`src/rtl/da_rom_player.sv`:
```
// rtl/da_rom_player.sv - DDS-style waveform ROM sequencer with stall-aware valid/ready output
module da_rom_player #(
  parameter int ADDR_WIDTH  = 10,
  parameter int DATA_WIDTH  = 8,
  parameter int PHASE_WIDTH = 32,
  parameter int ROM_LATENCY = 2,
  parameter int CNT_WIDTH   = 16
) (
  input  logic                   clk,
  input  logic                   rst_n,
  input  logic                   start,
  input  logic                   stop,
  input  logic [PHASE_WIDTH-1:0] cfg_freq_word,
  input  logic [ADDR_WIDTH-1:0]  cfg_phase_off,
  input  logic [CNT_WIDTH-1:0]   cfg_burst_len,
  output logic [ADDR_WIDTH-1:0]  rom_addr,
  output logic                   rom_clk_en,
  input  logic [DATA_WIDTH-1:0]  rom_rd_data,
  output logic [DATA_WIDTH-1:0]  dout,
  output logic                   dout_valid,
  input  logic                   dout_ready,
  output logic                   busy,
  output logic                   done
);

  typedef enum logic [1:0] {
    IDLE  = 2'd0,
    RUN   = 2'd1,
    DRAIN = 2'd2
  } state_t;

  state_t                 state_q, state_d;
  logic [PHASE_WIDTH-1:0] phase_q, phase_d;
  logic [PHASE_WIDTH-1:0] freq_q, freq_d;
  logic [CNT_WIDTH-1:0]   cnt_q, cnt_d;
  logic [CNT_WIDTH-1:0]   burst_q, burst_d;
  logic [ROM_LATENCY-1:0] vp_q, vp_d;
  logic                   done_q, done_d;

  logic                   stall;
  logic                   issue;
  logic [CNT_WIDTH-1:0]   cnt_inc;

  // The ROM output itself is the sample register; holding its clock enable
  // freezes the whole read pipeline so a stalled sample stays on dout.
  assign dout_valid = vp_q[ROM_LATENCY-1];
  assign stall      = dout_valid & ~dout_ready;
  assign rom_clk_en = ~stall;
  assign issue      = (state_q == RUN) & ~stall;
  assign rom_addr   = phase_q[PHASE_WIDTH-1 -: ADDR_WIDTH];
  assign dout       = rom_rd_data;
  assign busy       = (state_q != IDLE);
  assign done       = done_q;
  assign cnt_inc    = cnt_q + CNT_WIDTH'(1);

  // Next-state logic: FSM, phase accumulator, burst counter and valid pipe.
  always_comb begin
    state_d = state_q;
    phase_d = phase_q;
    freq_d  = freq_q;
    cnt_d   = cnt_q;
    burst_d = burst_q;
    vp_d    = vp_q;
    done_d  = 1'b0;

    // Valid pipe mirrors the ROM read latency and stalls with it.
    if (!stall) begin
      vp_d[0] = issue;
      for (int i = 1; i < ROM_LATENCY; i++) begin
        vp_d[i] = vp_q[i-1];
      end
    end

    case (state_q)
      IDLE: begin
        if (start) begin
          freq_d  = cfg_freq_word;
          burst_d = cfg_burst_len;
          phase_d = '0;
          phase_d[PHASE_WIDTH-1 -: ADDR_WIDTH] = cfg_phase_off;
          cnt_d   = '0;
          state_d = RUN;
        end
      end
      RUN: begin
        if (issue) begin
          phase_d = phase_q + freq_q;
          cnt_d   = cnt_inc;
        end
        // Stop wins, but a sample issued in the stop cycle is already in
        // the valid pipe and will still be delivered during DRAIN.
        if (stop || (issue && (burst_q != '0) && (cnt_inc == burst_q))) begin
          state_d = DRAIN;
        end
      end
      DRAIN: begin
        if ((vp_q == '0) && !stall) begin
          state_d = IDLE;
        end
      end
      default: state_d = IDLE;
    endcase

    // With the pipe empty dout_valid is low, so no stall can block the exit:
    // done is high exactly in the DRAIN cycle that returns to IDLE.
    done_d = (state_d == DRAIN) && (vp_d == '0);
  end

  // State registers with synchronous active-low reset.
  always_ff @(posedge clk) begin
    if (!rst_n) begin
      state_q <= IDLE;
      phase_q <= '0;
      freq_q  <= '0;
      cnt_q   <= '0;
      burst_q <= '0;
      vp_q    <= '0;
      done_q  <= 1'b0;
    end else begin
      state_q <= state_d;
      phase_q <= phase_d;
      freq_q  <= freq_d;
      cnt_q   <= cnt_d;
      burst_q <= burst_d;
      vp_q    <= vp_d;
      done_q  <= done_d;
    end
  end

endmodule

```
`config.mk`:
```
export PLATFORM = sky130hd
export DESIGN_NAME = da_rom_player
export DESIGN_NICKNAME = d
export VERILOG_FILES = /design/src/rtl/da_rom_player.sv
export SDC_FILE = /design/constraint.sdc
export NUM_CORES = 1
export LEC_CHECK = 0
export ABC_CLOCK_PERIOD_IN_PS = 3300
export CELL_PAD_IN_SITES_DETAIL_PLACEMENT = 1
export CELL_PAD_IN_SITES_GLOBAL_PLACEMENT = 1
export CORE_MARGIN = 2
export CORE_UTILIZATION = 40
export CTS_CLUSTER_SIZE = 30
export DETAILED_ROUTE_END_ITERATION = 10
export GPL_ROUTABILITY_DRIVEN = 0
export GPL_TIMING_DRIVEN = 0
export HOLD_SLACK_MARGIN = 0.03
export PLACE_DENSITY_LB_ADDON = 0.1
export SETUP_SLACK_MARGIN = 0.4
export SLEW_MARGIN = 40
export SYNTH_ARGS = -nofsm -noshare
export SYNTH_HDL_FRONTEND = slang
export SYNTH_SLANG_ARGS = --single-unit
```
`constraint.sdc`:
```
create_clock -name clk -period 3.3 [get_ports clk]
set_input_delay 0.495 -clock clk [delete_from_list [all_inputs] [get_ports clk]]
set_output_delay 0.495 -clock clk [all_outputs]
set_load 0.01 [all_outputs]
```
==> impl_metrics.yaml, run 1 <==
yosys:
  netlist-cell-type-count: 60
  yosys_warnings: 0
  postSynthAreaPerCell_sq_um: 8.01
  synth-seq-cells: 101
  synth_area_leaders: "dfxtp_1, nand2_1, a21boi_0"
  synthFlopType: "dfxtp_1"
  syn_inst: 756
  synth_nets: 860
  async_reset_ff_share_pct: 0
  synth-edff-count: 0
  yosysTopAreaCell: "dfxtp_1"
  syn-cell-area_sq_um: 6060
  ys_seq_area_share_pct: 33.4
  yosysTopAreaCellShare_pct: 33.4
sta:
  tightest_slew_ns: 0.721
  finalSetupTns_ns: 0
  hold_viol: 0
  setup_violations: 0
  fmax_ghz: 0.365
  fin_crit_sh_pct: 83.1
  rsz0062_at_grt: "no"
  fin_ws_ns: 0.558
  finalMaxSlewViolations: 0
  final.setup_skew_ns: 0.00760
  slew-limit-headroom_pct: 52.0
  period_needed_ns: 2.74
setup_path:
  worstPathArrival_ns: 2.96
  cpMaxStageDelayCell: "ha_1"
  r2r_slack_ns: 0.56
  r2r-start: "phase_q[13]"
  critPathTopFamily: "compound AO/OA/AOI/OAI gates"
  rr_worst_depth: 10
  cp_max_fo: 7
  cp-start-kind: "flip-flop"
  crit_buf_inv: 0
  crit_path_max_incr_delay_ns: 0.39
  reg2reg_to: "phase_q[31]"
  end_kind: "flip-flop"
  required_ns: 3.51
  critical_path.cell_chain: "ha_1 -> and2_1 -> a221o_1 -> a21oi_1 -> o211ai_2 -> o211ai_2 -> a21o_1 -> o31ai_4 -> xnor2_1 -> a21oi_1"
  path_class: "reg -> reg"
routing:
  routed_wl_um: 18100
  via_count: 5656
  viasPerCell: 5.43
  wl_per_cell_um: 17.4
  final_antenna_net_count: 0
  dr.pass1.iters: 4
  drtIter0Drc: 307
  drc: 0
cells_and_area:
  num-nets-final: 957
  n_fill_cell: 1788
  antenna_cells: 0
  final_common_cell: "nand2_1"
  register_area_sq_um: 2020
  drive_above_1_share_pct: 7.46
  layout_common_cells: "nand2_1, dfxtp_1, clkdlybuf4s50_1"
  syn2layout_area_growth_pct: 24.1
  multi_input_area_sq_um: 3710
worst_hold_path:
  min_from: "freq_q[12]"
  min_path_type: "reg -> reg"
  holdPathEnd: "freq_q[12]"
  whs_path_depth: 2
cts:
  clockBufferDepth: 2
  clkSinkCount: 101
  clock_latency_ns: 0.35
  cts_tree: "built"
  cts_max_level: 3
  numCtsBuffers: 9
  cts_root_buf: "clkbuf_16"
  clk_pin_slew_worst_paths_ns: 0.07
global_routing:
  antenna_found_initial: 0
  grt_overflow: 0
  grt_max_degree: 17
  grt_pass1_vias: 5880
  grt_pass1_wl_um: 29700
  track_usage_pct: 23.0
die:
  fp.dieArea_sq_um: 16100
  rows: 44
  core-area_sq_um: 14600
  die_x_um: 127
  start_util_pct: 41.4
  io_pins: 93
  die_height_um: 127
pwr:
  finalPower_mw: 3.22
  peakVddDrop_v: 0.000290
  power.leakage_nw: 3.03
  power.density_nw_per_um2: 429
job:
  drv_cap: 0
status:
  status: "finished clean"
placed_design:
  hpwl_um: 13900
  pre_cts_ws_ns: 0.399
  portBuffers: 83
sequential cells by signal (all words and copies together) (netlist names):
signal and cells:
burst_q 16, cnt_q 16, done 1, freq_q 32, phase_q 32, state_q 2
vp_q 2
metal layers:
metal | GRT usage, % | up-vias | wire length (um) | part of all wire (%)
met4 | 4.78 | 0 | 195 | 1.1
met3 | 4.90 | 15 | 925 | 5.1
met2 | 39.7 | 116 | 8780 | 48
li1 | - | 2817 | - | -
met1 | 29.7 | 2708 | 8230 | 45
met5 | 0 | - | 0 | 0
what timing repair did:
| item | CTS | global route |
|---|---|---|
| hold buffers | 0 | 0 |
| pin swaps | 0 | 11 |
| resized for setup | 1 | 6 |
| buffers inserted | 0 | 3 |
| endpoints found under the setup margin | 1 | 9 |
cell families after synthesis:
| family | after synthesis | synth area share, % |
|---|---|---|
| simple gates | 285 | 21.8 |
| xor+xnor | 51 | 7.37 |
| fa+ha+maj | 33 | 6.94 |
| flops | 101 | 33.4 |
| buf+inv | 69 | 5.80 |
| compound gates | 217 | 24.7 |
cell type report:
cell class	instances	share of cell area, %
buffer	61	4.28
clock buffer	10	3.18
clock inverter	6	1.45
inverter	8	0.400
multi-input combinational	586	49.4
sequential	101	26.9
tap	184	3.06
timing repair buffer	86	11.4
how the worst max path moves through the flow:
stage / cells past startpoint / slack [ns] / startpoint / endpoint
finish: 10 / 0.56 / phase_q[13] / phase_q[31]
CTS: 11 / 0.45 / phase_q[0] / phase_q[30]
detailed placement: 11 / 0.40 / phase_q[0] / phase_q[30]
floorplan: 11 / 0.83 / phase_q[0] / phase_q[20]
global route: 11 / 0.40 / phase_q[0] / phase_q[30]
global placement: 11 / 0.47 / freq_q[0] / phase_q[30]
metrics by stage:
step           hold slack (ns)  instance area, sq um  util [%]  std cells
6_report                 0.476                  7520      51.3       1042
5_1_grt                  0.501                  7520      51.3       1042
4_1_cts                  0.482                  7470      51.0       1039
3_5_place_dp             0.472                  7120      48.6       1023
3_3_place_gp             0.455                  7120      48.6       1023
2_1_floorplan            0.434                  6060         -        756
cells in the mapped netlist, types with 9 or more instances:
library cell and instances:
a21boi_0 58, a21o_1 15, a21oi_1 51, a22oi_1 16
buf_4 18, clkbuf_1 32, dfxtp_1 101, ha_1 32
nand2_1 155, nand3_1 14, nor2_1 24, nor2b_1 29
nor3_1 17, nor4_1 9, o21ai_0 25, xnor2_1 30
xor2_1 21
report_power, final:
part | internal (mW) | switching (mW)
Sequential | 1.28 | 0.0567
Combinational | 0.295 | 0.340
Clock | 0.763 | 0.486
Total | 2.34 | 0.883
worst min-delay path, stage by stage (launching register included):
cell	delay (ns)
dfxtp_1	0.32
nand2_1	0.05
a21boi_0	0.06
(Power assumes the default switching activity.)
==> run 2: changes to the inputs <==
- ABC_CLOCK_PERIOD_IN_PS: 3300 -> 2600
- clock period: 3.3 -> 2.6 ns (I/O delays scaled with it)
==> run 2 against run 1 <==
Net effect:
- the flow now finishes with violations (setup timing)
- global-route usage up 2.1 points
- clock skew up 0.0011 ns
- die area unchanged
==> impl_metrics.yaml, run 2 (synthesis results as in run 1) <==
setup_path:
  cpMaxStageDelayCell: "dfxtp_4"
  worstPathArrival_ns: 2.87
  crit_start: "freq_q[0]"
  end_kind: "flip-flop"
  path_class: "reg -> reg"
  r2r_slack_ns: -0.04
  crit_path_max_incr_delay_ns: 0.36
  cp_max_fo: 2
  crit_top_cell: "a21oi_2"
  crit_path_end: "phase_q[30]"
  cp-start-kind: "flip-flop"
  required_ns: 2.83
  reg2reg_to: "phase_q[30]"
  critical_path.cell_chain: "ha_4 -> fa_2 -> a21o_1 -> a31oi_4 -> o21a_1 -> o211ai_1 -> a21oi_2 -> a21oi_2 -> a221oi_2 -> xor2_1 -> a21oi_1"
  rr_worst_depth: 11
  r2r-start: "freq_q[0]"
cells_and_area:
  largestRegisters: "freq_q (32), phase_q (32)"
  antenna_cells: 0
  final_common_cell: "nand2_1"
  design_area_sq_um: 8210
  drive_above_1_share_pct: 19.1
  multi_input_area_sq_um: 4070
  layout_common_cells: "nand2_1, dfxtp_1, clkdlybuf4s50_1"
  utilization_pct: 56.1
  register_area_sq_um: 2050
  syn2layout_area_growth_pct: 35.5
  n_fill_cell: 1724
  num-nets-final: 984
cts:
  numCtsBuffers: 9
  cts_max_level: 3
  cts_tree: "built"
  clockBufferDepth: 2
  clock_latency_ns: 0.36
  clkSinkCount: 101
  clk_pin_slew_worst_paths_ns: 0.07
  cts_root_buf: "clkbuf_16"
  cts_hold_buffers: 0
die:
  rows: 44
  fp.dieArea_sq_um: 16100
  die_x_um: 127
  core-area_sq_um: 14600
  die_height_um: 127
  io_pins: 93
  start_util_pct: 41.4
sta:
  hold_ws_ns: 0.470
  tightest_slew_ns: 0.647
  slew-limit-headroom_pct: 56.9
  setup_violations: 4
  hold_viol: 0
  fin_crit_sh_pct: 101
  rsz0062_at_grt: "yes"
  finalSetupTns_ns: -0.0688
  final.setup_skew_ns: 0.00874
  fin_ws_ns: -0.0388
  period_needed_ns: 2.64
  finalMaxSlewViolations: 0
  fmax_ghz: 0.379
global_routing:
  grt_use_met3_pct: 4.31
  track_usage_pct: 25.0
  antenna_found_initial: 0
  busiest_layer: "met2"
  gr-usage-met2_pct: 45.5
  grt_pass1_vias: 6347
  use_met1_pct: 30.4
  grt_max_degree: 17
  grt_overflow: 0
  grt_pass1_wl_um: 32000
placed_design:
  postPlaceCellArea_sq_um: 7210
  hpwl_um: 14100
  portBuffers: 83
routing:
  via_count: 5916
  routed_wl_um: 20300
  drc: 0
  final_antenna_net_count: 0
  viasPerCell: 5.53
  dr.pass1.iters: 5
  drtIter0Drc: 274
  wl_per_cell_um: 19.0
job:
  drv_cap: 0
pwr:
  clock_power_share_pct: 39.5
  power.leakage_nw: 3.26
  p_comb_share_pct: 20.7
  peakVddDrop_v: 0.000317
  power.density_nw_per_um2: 523
  internal-power_mw: 3.12
  p_sw_share_pct: 27.4
  p_sw_mw: 1.18
  seqPwrFrac_pct: 39.8
  finalPower_mw: 4.30
status:
  violations: "setup timing"
  status: "complete, but fails checks"
worst_hold_path:
  min_path_type: "reg -> reg"
run 2: cell types whose count changed in the layout (fill, tap and decap cells not counted), moves of 5 or more:
cell	delta
buf_6	+9
ha_4	+10
buf_4	+18
a21oi_1	-10
buf_2	-5
o21ai_2	+5
a21oi_2	+9
ha_1	-10
clkbuf_2	+10
clkbuf_1	-11
dfxtp_1	-18
clkbuf_4	+5
dfxtp_2	+15
run 2: area by class of cell:
cell class              instances  area share, %
plain buffers                  61           4.31
clock buffers                  10           2.91
clock inverters                 6           1.63
inverters                       8          0.366
multi-input cells             586           49.6
flip-flops and latches        101           25.0
well taps                     184           2.80
repair buffers                113           13.4
run 2: how the worst min path moves through the flow:
stage	to	from	slack, ns	cells past startpoint
2_1_floorplan	done	vp_q[0]	0.43	1
3_3_place_gp	freq_q[24]	freq_q[24]	0.46	2
3_5_place_dp	freq_q[24]	freq_q[24]	0.46	2
4_1_cts	freq_q[24]	freq_q[24]	0.47	2
5_1_grt	freq_q[19]	freq_q[19]	0.49	2
6_report	freq_q[19]	freq_q[19]	0.47	2
run 2: worst max-delay path, delay by kind of cell (launching register included):
| kind | cells | cell delay, ns |
|---|---|---|
| fa+ha+maj | 2 | 0.50 |
| compound gates | 8 | 1.46 |
| xor+xnor | 1 | 0.20 |
| flops | 1 | 0.36 |
run 2: stage by stage:
stage	cells	setup slack, ns
final	1069	-0.0388
after global routing	1069	-0.177
after CTS	1059	-0.0179
after detailed placement	1023	-0.203
after global placement	1023	-0.141
after floorplan	756	0.231
run 2: layer usage:
metal | vias up | part of all wire (%)
li1 | 2867 | -
met1 | 2905 | 43
met2 | 122 | 51
met3 | 22 | 4.3
met4 | 0 | 1.6
met5 | - | 0
run 2: timing repair:
action / 4_1_cts / 5_1_grt
resized for setup: 64 / 52
setup buffers: 20 / 10
setup endpoints to repair: 36 / 61
pin swaps: 40 / 40
hold endpoints to repair: 0 / 0
run 2: power groups by stage:
stage,logic [mW],clock network (mW),registers [mW]
floorplan,0.502,0,1.71
global placement,0.780,0,1.74
detailed placement,0.811,0,1.74
CTS,0.852,1.73,1.71
global route,0.975,1.79,1.72
finish,0.891,1.70,1.71
